File: src/rtl/qam_gen_pkg.sv
// rtl/qam_gen_pkg.sv - shared constants for the QAM symbol source
package qam_gen_pkg;

  typedef logic [1:0] mode_t;

  localparam mode_t MODE_PATTERN = 2'd0;
  localparam mode_t MODE_PRBS    = 2'd1;
  localparam mode_t MODE_COUNT   = 2'd2;
  localparam mode_t MODE_ZERO    = 2'd3;

  // x^7 + x^6 + 1 feedback taps (state bit indices)
  localparam int PRBS_TAP_HI = 6;
  localparam int PRBS_TAP_LO = 5;
  localparam logic [6:0] PRBS_DEFAULT_SEED = 7'h7F;

  function automatic logic [6:0] fix_seed(input logic [6:0] seed);
    return (seed == 7'h00) ? PRBS_DEFAULT_SEED : seed;
  endfunction

endpackage

File: src/rtl/qam_sym_gen_if.sv
// rtl/qam_sym_gen_if.sv - control and symbol signals of the QAM symbol source
interface qam_sym_gen_if #(
  parameter int SYM_BITS = 4
) ();
  logic                enable_cntr;
  logic                restart;
  logic [1:0]          mode;
  logic [SYM_BITS-1:0] sym_out;
  logic                data_change;

  modport master (
    output enable_cntr, restart, mode,
    input  sym_out, data_change
  );

  modport slave (
    input  enable_cntr, restart, mode,
    output sym_out, data_change
  );
endinterface

File: src/rtl/prbs7_step.sv
// rtl/prbs7_step.sv - advances a PRBS7 state by N steps, first output bit at MSB
module prbs7_step
  import qam_gen_pkg::*;
#(
  parameter int N = 4
) (
  input  logic [6:0]   state_i,
  output logic [6:0]   state_o,
  output logic [N-1:0] bits_o
);

  logic [6:0] s;

  always_comb begin
    s      = state_i;
    bits_o = '0;
    for (int i = 0; i < N; i++) begin
      bits_o[N-1-i] = s[6];
      s = {s[5:0], s[PRBS_TAP_HI] ^ s[PRBS_TAP_LO]};
    end
    state_o = s;
  end

endmodule

File: src/rtl/qam_sym_gen.sv
// rtl/qam_sym_gen.sv - tick-paced symbol source: pattern, PRBS7, count or zero
module qam_sym_gen
  import qam_gen_pkg::*;
#(
  parameter int                     SYM_BITS      = 4,
  parameter int                     PATTERN_LEN   = 28,
  parameter logic [PATTERN_LEN-1:0] PATTERN       = 28'h6CC1555,
  parameter int                     TICKS_PER_SYM = 512,
  parameter logic [6:0]             LFSR_SEED     = 7'h7F
) (
  input  logic         clock,
  input  logic         reset,
  qam_sym_gen_if.slave bus
);

  localparam int         TCW  = (TICKS_PER_SYM > 1) ? $clog2(TICKS_PER_SYM) : 1;
  localparam logic [6:0] SEED = fix_seed(LFSR_SEED);

  logic                   en_q, en_d;
  logic [TCW-1:0]         tick_cnt_q, tick_cnt_d;
  logic [PATTERN_LEN-1:0] pat_q, pat_d;
  logic [6:0]             lfsr_q, lfsr_d;
  logic [SYM_BITS-1:0]    cnt_q, cnt_d;
  logic [SYM_BITS-1:0]    sym_q, sym_d;
  logic                   dc_q, dc_d;

  logic                   rise, boundary;
  logic [6:0]             lfsr_nxt;
  logic [SYM_BITS-1:0]    prbs_bits;

  prbs7_step #(.N(SYM_BITS)) u_prbs (
    .state_i (lfsr_q),
    .state_o (lfsr_nxt),
    .bits_o  (prbs_bits)
  );

  assign rise     = bus.enable_cntr & ~en_q;
  assign boundary = rise && (tick_cnt_q == TCW'(TICKS_PER_SYM - 1));

  always_comb begin
    en_d       = bus.enable_cntr;
    tick_cnt_d = tick_cnt_q;
    pat_d      = pat_q;
    lfsr_d     = lfsr_q;
    cnt_d      = cnt_q;
    sym_d      = sym_q;
    dc_d       = 1'b0;
    // restart clears everything except edge history, and suppresses any boundary
    if (bus.restart) begin
      tick_cnt_d = '0;
      pat_d      = PATTERN;
      lfsr_d     = SEED;
      cnt_d      = '0;
      sym_d      = '0;
    end else if (boundary) begin
      tick_cnt_d = '0;
      dc_d       = 1'b1;
      case (bus.mode)
        MODE_PATTERN: begin
          sym_d = pat_q[PATTERN_LEN-1 -: SYM_BITS];
          pat_d = (pat_q << SYM_BITS) | (pat_q >> (PATTERN_LEN - SYM_BITS));
        end
        MODE_PRBS: begin
          sym_d  = prbs_bits;
          lfsr_d = lfsr_nxt;
        end
        MODE_COUNT: begin
          sym_d = cnt_q;
          cnt_d = cnt_q + 1'b1;
        end
        default: sym_d = '0;
      endcase
    end else if (rise) begin
      tick_cnt_d = tick_cnt_q + 1'b1;
    end
  end

  always_ff @(posedge clock) begin
    if (!reset) begin
      en_q       <= 1'b1;
      tick_cnt_q <= '0;
      pat_q      <= PATTERN;
      lfsr_q     <= SEED;
      cnt_q      <= '0;
      sym_q      <= '0;
      dc_q       <= 1'b0;
    end else begin
      en_q       <= en_d;
      tick_cnt_q <= tick_cnt_d;
      pat_q      <= pat_d;
      lfsr_q     <= lfsr_d;
      cnt_q      <= cnt_d;
      sym_q      <= sym_d;
      dc_q       <= dc_d;
    end
  end

  assign bus.sym_out     = sym_q;
  assign bus.data_change = dc_q;

endmodule

File: src/flat_wrapper.sv
// flat-port wrapper written by rule: the top's interface ports become plain ports
module qam_sym_gen_flat import qam_gen_pkg::*;
#(
  parameter int                     SYM_BITS      = 4,
  parameter int                     PATTERN_LEN   = 28,
  parameter logic [PATTERN_LEN-1:0] PATTERN       = 28'h6CC1555,
  parameter int                     TICKS_PER_SYM = 512,
  parameter logic [6:0]             LFSR_SEED     = 7'h7F
)
  (clock, reset, bus_enable_cntr, bus_restart, bus_mode, bus_sym_out, bus_data_change);
  qam_sym_gen_if #(.SYM_BITS(SYM_BITS)) bus_i ();
  input  logic clock;
  input  logic reset;
  input wire logic [$bits(bus_i.enable_cntr)-1:0] bus_enable_cntr;
  input wire logic [$bits(bus_i.restart)-1:0] bus_restart;
  input wire logic [$bits(bus_i.mode)-1:0] bus_mode;
  output wire logic [$bits(bus_i.sym_out)-1:0] bus_sym_out;
  output wire logic [$bits(bus_i.data_change)-1:0] bus_data_change;
  assign bus_i.enable_cntr = bus_enable_cntr;
  assign bus_i.restart = bus_restart;
  assign bus_i.mode = bus_mode;
  assign bus_sym_out = bus_i.sym_out;
  assign bus_data_change = bus_i.data_change;
  qam_sym_gen #(.SYM_BITS(SYM_BITS), .PATTERN_LEN(PATTERN_LEN), .PATTERN(PATTERN), .TICKS_PER_SYM(TICKS_PER_SYM), .LFSR_SEED(LFSR_SEED)) u_core (.clock(clock), .reset(reset), .bus(bus_i));
endmodule
File: config.mk
export PLATFORM = sky130hd
export DESIGN_NAME = qam_sym_gen_flat
export DESIGN_NICKNAME = d
export VERILOG_FILES = /design/src/rtl/qam_gen_pkg.sv /design/src/rtl/qam_sym_gen_if.sv /design/src/rtl/prbs7_step.sv /design/src/rtl/qam_sym_gen.sv /design/src/flat_wrapper.sv
export SDC_FILE = /design/constraint.sdc
export NUM_CORES = 1
export LEC_CHECK = 0
export CORE_MARGIN = 3
export CORE_UTILIZATION = 53
export DETAILED_ROUTE_END_ITERATION = 10
export HOLD_SLACK_MARGIN = 0.12
export PLACE_DENSITY = 0.84
export SLEW_MARGIN = 20
export SYNTH_ARGS = -nofsm -noshare
export SYNTH_HDL_FRONTEND = slang
export SYNTH_HIERARCHICAL = 1
export SYNTH_SLANG_ARGS = --single-unit
File: constraint.sdc
create_clock -name clock -period 1.77 [get_ports clock]
set_input_delay 0.2655 -clock clock [delete_from_list [all_inputs] [get_ports clock]]
set_output_delay 0.2655 -clock clock [all_outputs]
set_load 0.005 [all_outputs]
# ---- Word level (Yosys, flattened, before mapping)
# Cells that the tools add are included.
dict set report op_classes {
  add_sub_neg 2
  n_mul 0
  n_div 0
  magnitude_cmp 0
  eq_ne 3
  shift 0
  n_mux 2
  n_bitwise 8
  n_reduce_logical 7
}
# operator n
set ops {}
lappend ops {{bitwise OR 28 x 4 -> 28 bit} 1}
lappend ops {{one-hot mux 4 bit (3 select lines)} 1}
lappend ops {{adder 9 x 1 -> 9 bit, second input constant} 1}
lappend ops {{== test 9 bit, second input constant} 1}
lappend ops {{AND reduction 2 bit} 3}
lappend ops {{adder 4 x 1 -> 4 bit, second input constant} 1}
lappend ops {{XOR 1 bit} 4}
lappend ops {{OR reduction 3 bit} 1}
lappend ops {{== test 2 x 1 -> 1 bit, second input constant} 1}
lappend ops {{== test 2 bit, second input constant} 1}
lappend ops {{zero test 2 bit} 1}
lappend ops {{NOT 1 bit} 2}
lappend ops {{OR reduction 2 bit} 1}
lappend ops {{AND 1 bit} 1}
lappend ops {{logical AND 1 bit} 1}
lappend ops {{two-way mux 1 bit} 1}
dict set report word_totals {
  regBits 54
  latchBits 0
  mem_bits_rw 0
  mem_bits_ro 0
  input_bits 6
  mem_count 0
}

# ---- Logic depth before layout (Yosys ltp)
# Gate-level depths: netlist of run 1.
dict set report logic_depth {
  ltp_word 4
  mapped_depth 9
  ltp_nobuf 7
}

# ---- Modules after synthesis
# The synthesis of run 1 kept the hierarchy.
# mod instances cells_per_inst area_per_inst_um2 seq_area_each_um2
set modules_own_cells {}
lappend modules_own_cells {qam_sym_gen 1 235 2213.4 1081.0}
lappend modules_own_cells {prbs7_step 1 11 87.6 0.0}

# ---- Least setup slack after synthesis of run 1
# Ideal clock, no wire load.
dict set report synth_path {
  path_type {flip-flop to flip-flop}
  from {reg u_core.tick_cnt_q[0]}
  to {reg u_core.pat_q[13]}
  setup_ns 0.072
  arrival_ns 1.669
  required_ns 1.698
  slack_ns 0.029
  path_stages_with_launch 10
  period_less_slack_ns 1.741
  cell_sequence {dfxtp_1 ha_1 nand3_1 nor2_1 ha_1 nand4bb_1 buf_2 nor2_4 buf_4 mux2i_1}
}
dict set report synth_via {
  elab_chain_cells 3
}
# item line_no
set synth_lines {}
lappend synth_lines {{from (decl)} qam_sym_gen.sv:20} ;# logic [TCW-1:0] tick_cnt_q, tick_cnt_d;
lappend synth_lines {{from (signal assigned)} qam_sym_gen.sv:89} ;# tick_cnt_q <= tick_cnt_d;
lappend synth_lines {{== test 9 bit} qam_sym_gen.sv:38} ;# assign boundary = rise && (tick_cnt_q == TCW'(TICKS_PER_SYM - 1));
lappend synth_lines {{logical AND 1 bit} qam_sym_gen.sv:38}
lappend synth_lines {{AND reduction 2 bit (no line)} -}
lappend synth_lines {{to (signal assigned)} qam_sym_gen.sv:90} ;# pat_q <= pat_d;
lappend synth_lines {{to (decl)} qam_sym_gen.sv:21} ;# logic [PATTERN_LEN-1:0] pat_q, pat_d;
# Every way passes these cells.
# A chain may end at the register's enable or synchronous reset.

# ---- Final worst setup path of run 1
dict set report layout_path {
  from {reg u_core.tick_cnt_q[3]}
  to {reg u_core.cnt_q[2]}
}
dict set report layout_via {
  elab_chain_cells 3
}
# item line_no
set layout_lines {}
lappend layout_lines {{== test 9 bit} qam_sym_gen.sv:38}
lappend layout_lines {{logical AND 1 bit} qam_sym_gen.sv:38}
lappend layout_lines {{AND reduction 2 bit (no line)} -}
lappend layout_lines {{to (signal assigned)} qam_sym_gen.sv:92} ;# cnt_q <= cnt_d;
lappend layout_lines {{to (decl)} qam_sym_gen.sv:23} ;# logic [SYM_BITS-1:0] cnt_q, cnt_d;
# Every way passes these cells.

==> summary.txt, run 1 <==
Tot Pwr = 2.02 mW
Crit share post-route = 0.995
Post-Syn Area per Cell = 9.35 um^2
Final Max Slew Viols = 0
Crit end category = flop
XOR/XNOR Fraction of Synth Area = 0.0228
Antenna Diode Count = 0
Design area = 0.00274 mm^2
CTS sink cnt = 54
Synth top cells by count = dfxtp_1 (54), mux2i_1 (27), nor2_1 (24)
Die area = 0.00517 mm^2
Drt total wl = 4750 um
DRT antenna net count = 0
CTS root buffer = clkbuf_8
Simple-gate share of the synthesized area = 0.198
Final setup fails = 0
Main combinational cell family by area after synthesis = simple AND/OR/NAND/NOR gates
CP Class = reg -> reg
Gr ovfl total = 0
Netlist Area Pre-Place = 0.00230 mm^2
Routed wl met3 = 168 um
Final Wtd Congestion = 0.797
Mapped Cells = 246
TritonCTS buffer count = 5
Asr flop ratio synth = 0
Hold slack = 468 ps
CTS clk-pin slew, worst paths = 100 ps
Die height = 71.9 um
Area share of fa/ha/maj cells after synthesis = 0.0163
I/O pins = 11
Via Count = 1,854
Vias per cell = 5.81
Layout Nets = 277
DP Area = 0.00253 mm^2
CP delay by family, top = simple AND/OR/NAND/NOR gates
Post-synth EDFFs = 0
Seq/Total Area, Yosys = 0.470
Synth area leaders = dfxtp_1 (47%), mux2i_1 (12%), nand3_1 (4.4%)
CORE AREA = 0.00409 mm^2
Largest net degree at the start of global routing = 22
Req. time, crit path = 2020 ps
Critical path peak fanout = 8
Post-synthesis compound-gate area fraction = 0.0924
I/O Buffers = 10
Total Routing Usage GR = 0.191
Top-count cell post-synth = dfxtp_1
Initial antenna violation count = 0
Post-Route M1 WL = 2080 um
Top FF cell, synth = dfxtp_1
Iteration-0 DRC Markers = 155
Min cycle time layout = 1760 ps
Power per cell area = 737 mW/mm^2
Top routing layer used = met4
Worst min path class = reg -> reg
First-pass GRT wire length = 7730 um
Setup TNS = 0 ps
Worst-Margin Slew = 552 ps
Fin util = 0.671
Residual DRC = 0
Dpl cells = 305
Status = complete, no violations
CP cell instances = nand4_1, nor2_2, ha_2, nand4bb_1, buf_6, or4_4, a21oi_2
Max IR drop VDD = 0.547 mV
Fillers = 314
P&R area growth vs syn = 19.2%
Place WS = -62.6 ps
CP peak stage delay = 420 ps
Hpwl dp = 3000 um
CP max stage cell = or4_4
Share of layout cells above drive strength 1 = 0.204
Max Cap Violations = 0
CP Launch Type = flop
CP arrival = 2010 ps
Worst setup margin = 8.02 ps
Netlist cell types = 34
Maximum clock rate = 568 MHz
Leading area contributor after synthesis = dfxtp_1
Chip width = 71.9 um
Final Hold Viols = 0
Synth top area share = 0.470
RSZ-0062 raised after global routing = yes
# rows = 23
Met2 wire len = 2410 um
# H-tree levels = 2
Syn nets = 255
Fin cells = 319
Buf/Inv on CP = 1
Leakage = 0.985 nW
Ys Warns = 6
Worst relative slew slack = 0.631
Wire per inst = 14.9 um
Vias in the first global route = 1,739
DR pass1 iterations = 5
TritonCTS clock tree = built
Proportion of synthesized area in mux cells = 0.137
Worst skew pair latency = 310 ps
Initial Util = 0.563
Clock skew = 9.55 ps
Seq cells post-synth = 54
Max Buffers Root-to-Sink = 2
==> per-layer routing <==
layer | track usage | vias up
met5 | 0 | -
met4 | 0.0835 | 0
met3 | 0.0416 | 10
met2 | 0.324 | 46
met1 | 0.234 | 898
li1 | - | 900
==> logic make-up after synthesis <==
family                   Yosys count
AND/OR/NAND/NOR                   90
XOR/XNOR                           6
AO/OA/AOI/OAI                     36
buffers and inverters             26
adder cells (fa/ha/maj)            3
multiplexers                      31
flip-flops                        54
==> power by group <==
part	switching, mW	total [mW]	leakage, nW	internal, mW
Sequential	0.00262	1.22	0.437	1.22
Clock	0.387	0.703	0.0482	0.317
Combinational	0.0566	0.100	0.500	0.0434
==> final timing paths <==
check / slack (ps) / from / end / depth (start not counted)
max: 8 / u_core/tick_cnt_q[3] / u_core/cnt_q[2] / 7
max reg2reg: 8 / u_core/tick_cnt_q[3] / u_core/cnt_q[2] / 7
min: 470 / u_core/pat_q[15] / u_core/pat_q[15] / 2
min reg2reg: 470 / u_core/pat_q[15] / u_core/pat_q[15] / 2
==> placed cells by master, fill, tap and decap left out, types with 2 or more instances in the layout <==
cell and instances:
xor2_1 6, nand3_1 19, nand2b_1 5, mux2i_1 27
nand2_1 20, buf_12 3, nor2_1 23, a221oi_2 4
o21ai_0 11, dfxtp_1 52, nand4_1 2, nand3b_1 2
clkdlybuf4s50_1 10, o31ai_1 3, dfxtp_2 2, or3_1 4
mux2_2 4, or4_1 2, buf_4 20, buf_6 3
clkbuf_8 6, a21oi_1 8, o21ai_1 6, inv_1 5
==> state kept, by name, summed over array words and instances (netlist names) <==
| signal | count |
|---|---|
| u_core/bus.data_change | 1 |
| u_core/bus.sym_out | 4 |
| u_core/cnt_q | 4 |
| u_core/en_q | 1 |
| u_core/lfsr_q | 7 |
| u_core/pat_q | 28 |
| u_core/tick_cnt_q | 9 |
==> worst register-to-register path, stage by stage (launching register included) <==
cell and delay, ps:
dfxtp_1 360, nand4_1 180, nor2_2 150, ha_2 180, nand4bb_1 130, buf_6 170
or4_4 420, a21oi_2 130
==> final cells by class <==
| class | instances | area, um^2 | share of cell area |
|---|---|---|---|
| inverter | 5 | 18.8 | 0.00684 |
| multi-input combinational | 166 | 1140 | 0.417 |
| sequential | 54 | 1080 | 0.395 |
| timing repair buffer | 36 | 344 | 0.125 |
| clock inverter | 1 | 5.00 | 0.00182 |
| clock buffer | 7 | 86.3 | 0.0315 |
| tap | 50 | 62.6 | 0.0228 |
==> timing repair <==
| action | 4_1_cts | 5_1_grt |
|---|---|---|
| pin swaps | 3 | 3 |
| resized for setup | 6 | 20 |
| setup buffers | 2 | 4 |
| hold buffers | 0 | 0 |
| setup endpoints to repair | 23 | 43 |
(Power assumes the default switching activity.)
==> run 2: changes to the inputs <==
--- a/config.mk
+++ b/config.mk
@@ -7,9 +7,11 @@
 export LEC_CHECK = 0
 export CORE_MARGIN = 3
 export CORE_UTILIZATION = 53
+export CTS_BUF_LIST = sky130_fd_sc_hd__clkbuf_16
 export DETAILED_ROUTE_END_ITERATION = 10
 export HOLD_SLACK_MARGIN = 0.12
 export PLACE_DENSITY = 0.84
+export SKIP_CTS_REPAIR_TIMING = 1
 export SLEW_MARGIN = 20
 export SYNTH_ARGS = -nofsm -noshare
 export SYNTH_HDL_FRONTEND = slang
==> summary.txt, run 2 (same netlist as run 1, synthesis figures left out) <==
Status = finished with violations (was complete, no violations)
Failing checks = setup timing
First-pass GRT wire length = 7670 um (was 7730 um)
DRT antenna net count = 0 (unchanged)
Max reg flops = 28 (unchanged)
CTS sink cnt = 54 (unchanged)
Final Hold Viols = 0 (unchanged)
Final Max Slew Viols = 0 (unchanged)
Largest net degree at the start of global routing = 22 (unchanged)
Initial Util = 0.563 (unchanged)
RSZ-0062 raised after global routing = yes (unchanged)
Min cycle time layout = 1860 ps (was 1760 ps)
Register Area = 0.00108 mm^2 (unchanged)
I/O Buffers = 10 (unchanged)
Max IR drop VDD = 0.651 mV (was 0.547 mV)
Worst min path class = reg -> reg (unchanged)
DR pass1 iterations = 4 (was 5)
Die height = 71.9 um (unchanged)
Max Cap Violations = 0 (unchanged)
Fillers = 306 (was 314)
Top flop regs = u_core/pat_q: 28 flops, u_core/tick_cnt_q: 9 flops, u_core/lfsr_q: 7 flops (unchanged)
Vias in the first global route = 1,733 (was 1,739)
Area of the multi-input gates = 0.00115 mm^2 (was 0.00114 mm^2)
Biggest register = u_core/pat_q (unchanged)
CP Launch Type = flop (unchanged)
Via Count = 1,816 (was 1,854)
Most common cell after layout, fill and taps aside = dfxtp_1 (unchanged)
Max Buffers Root-to-Sink = 2 (unchanged)
# rows = 23 (unchanged)
Worst-Margin Slew = 533 ps (was 552 ps)
Critical path peak fanout = 5 (was 8)
Gr ovfl total = 0 (unchanged)
Maximum clock rate = 536 MHz (was 568 MHz)
Tot Pwr = 2.25 mW (was 2.02 mW)
Share of layout cells above drive strength 1 = 0.192 (was 0.204)
Hpwl dp = 3000 um (unchanged)
CP Class = reg -> reg (unchanged)
CTS root buffer = clkbuf_16 (was clkbuf_8)
Total Routing Usage GR = 0.189 (was 0.191)
Final Wtd Congestion = 0.797 (unchanged)
Antenna Diode Count = 0 (unchanged)
TritonCTS buffer count = 5 (unchanged)
Residual DRC = 0 (unchanged)
Final setup fails = 23 (was 0)
CORE AREA = 0.00409 mm^2 (unchanged)
Worst setup margin = -94.6 ps (was 8.02 ps)
Clock skew = 4.17 ps (was 9.55 ps)
P&R area growth vs syn = 20.3% (was 19.2%)
Leakage = 0.996 nW (was 0.985 nW)
Layout Nets = 274 (was 277)
Crit share post-route = 1.05 (was 0.995)
Wire per inst = 14.8 um (was 14.9 um)
Crit end category = flop (unchanged)
CP arrival = 2100 ps (was 2010 ps)
Most frequent cells in the layout = dfxtp_1 (52), mux2i_1 (27), nor2_1 (23) (unchanged)
Worst relative slew slack = 0.644 (was 0.631)
# H-tree levels = 2 (unchanged)
Req. time, crit path = 2000 ps (was 2020 ps)
Place WS = -62.6 ps (unchanged)
Die area = 0.00517 mm^2 (unchanged)
Drt total wl = 4690 um (was 4750 um)
I/O pins = 11 (unchanged)
Worst skew pair latency = 290 ps (was 310 ps)
Initial antenna violation count = 0 (unchanged)
CTS clk-pin slew, worst paths = 70 ps (was 100 ps)
Vias per cell = 5.75 (was 5.81)
Iteration-0 DRC Markers = 199 (was 155)
TritonCTS clock tree = built (unchanged)
Chip width = 71.9 um (unchanged)
Power per cell area = 812 mW/mm^2 (was 737 mW/mm^2)
-- run 2: cell types whose count changed in the layout (fill, tap and decap cells not counted), sizes merged --
cell	delta
buf	-3
clkbuf	-2
clkinv	+1
inv	+1
-- run 2: worst max-delay path, cell delays in order, from the launching register on --
cell and delay (ps):
dfxtp_2 360, ha_4 150, nand3_2 80, nor2_2 120, ha_2 210, nand4bb_1 170
buf_6 180, or4_4 420, a21oi_2 130
-- run 2: final timing paths --
| path | start | to | slack, ps | cells past startpoint |
|---|---|---|---|---|
| max | u_core/tick_cnt_q[0] | u_core/cnt_q[2] | -90 | 8 |
| min | u_core/pat_q[23] | u_core/pat_q[27] | 460 | 2 |
| max reg2reg | u_core/tick_cnt_q[0] | u_core/cnt_q[2] | -90 | 8 |
| min reg2reg | u_core/pat_q[23] | u_core/pat_q[27] | 460 | 2 |
-- run 2: layer usage --
layer  wire length, um  up-vias  track usage
met4               101        0       0.0898
met1              2100      870        0.234
met2              2300       42        0.314
met5                 0        -            0
met3               179       11       0.0416
li1                  -      893            -
-- run 2: cell type report --
class                      count  area share
clock buffer                   5      0.0452
clock inverter                 3     0.00452
inverter                       5     0.00678
multi-input combinational    166       0.414
sequential                    54       0.391
tap                           50      0.0226
timing repair buffer          33       0.115
-- run 2: power by group --
part / switching, mW / internal (mW) / total [mW] / leakage (nW)
Sequential: 0.00258 / 1.22 / 1.22 / 0.437
Combinational: 0.0569 / 0.0433 / 0.100 / 0.487
Clock: 0.416 / 0.512 / 0.929 / 0.0724
Total: 0.476 / 1.77 / 2.25 / 0.996
-- run 2: through the flow --
stage / util / hold WS, ps / setup TNS, ps / area, um^2 / instances
4_1_cts: 0.652 / 462 / -589 / 2670 / 313
3_5_place_dp: 0.618 / 452 / -382 / 2530 / 305
5_1_grt: 0.678 / 471 / -4030 / 2770 / 316
3_3_place_gp: 0.618 / 446 / 0 / 2530 / 305
2_1_floorplan: - / 339 / 0 / 2300 / 246
6_report: 0.678 / 461 / -1120 / 2770 / 316
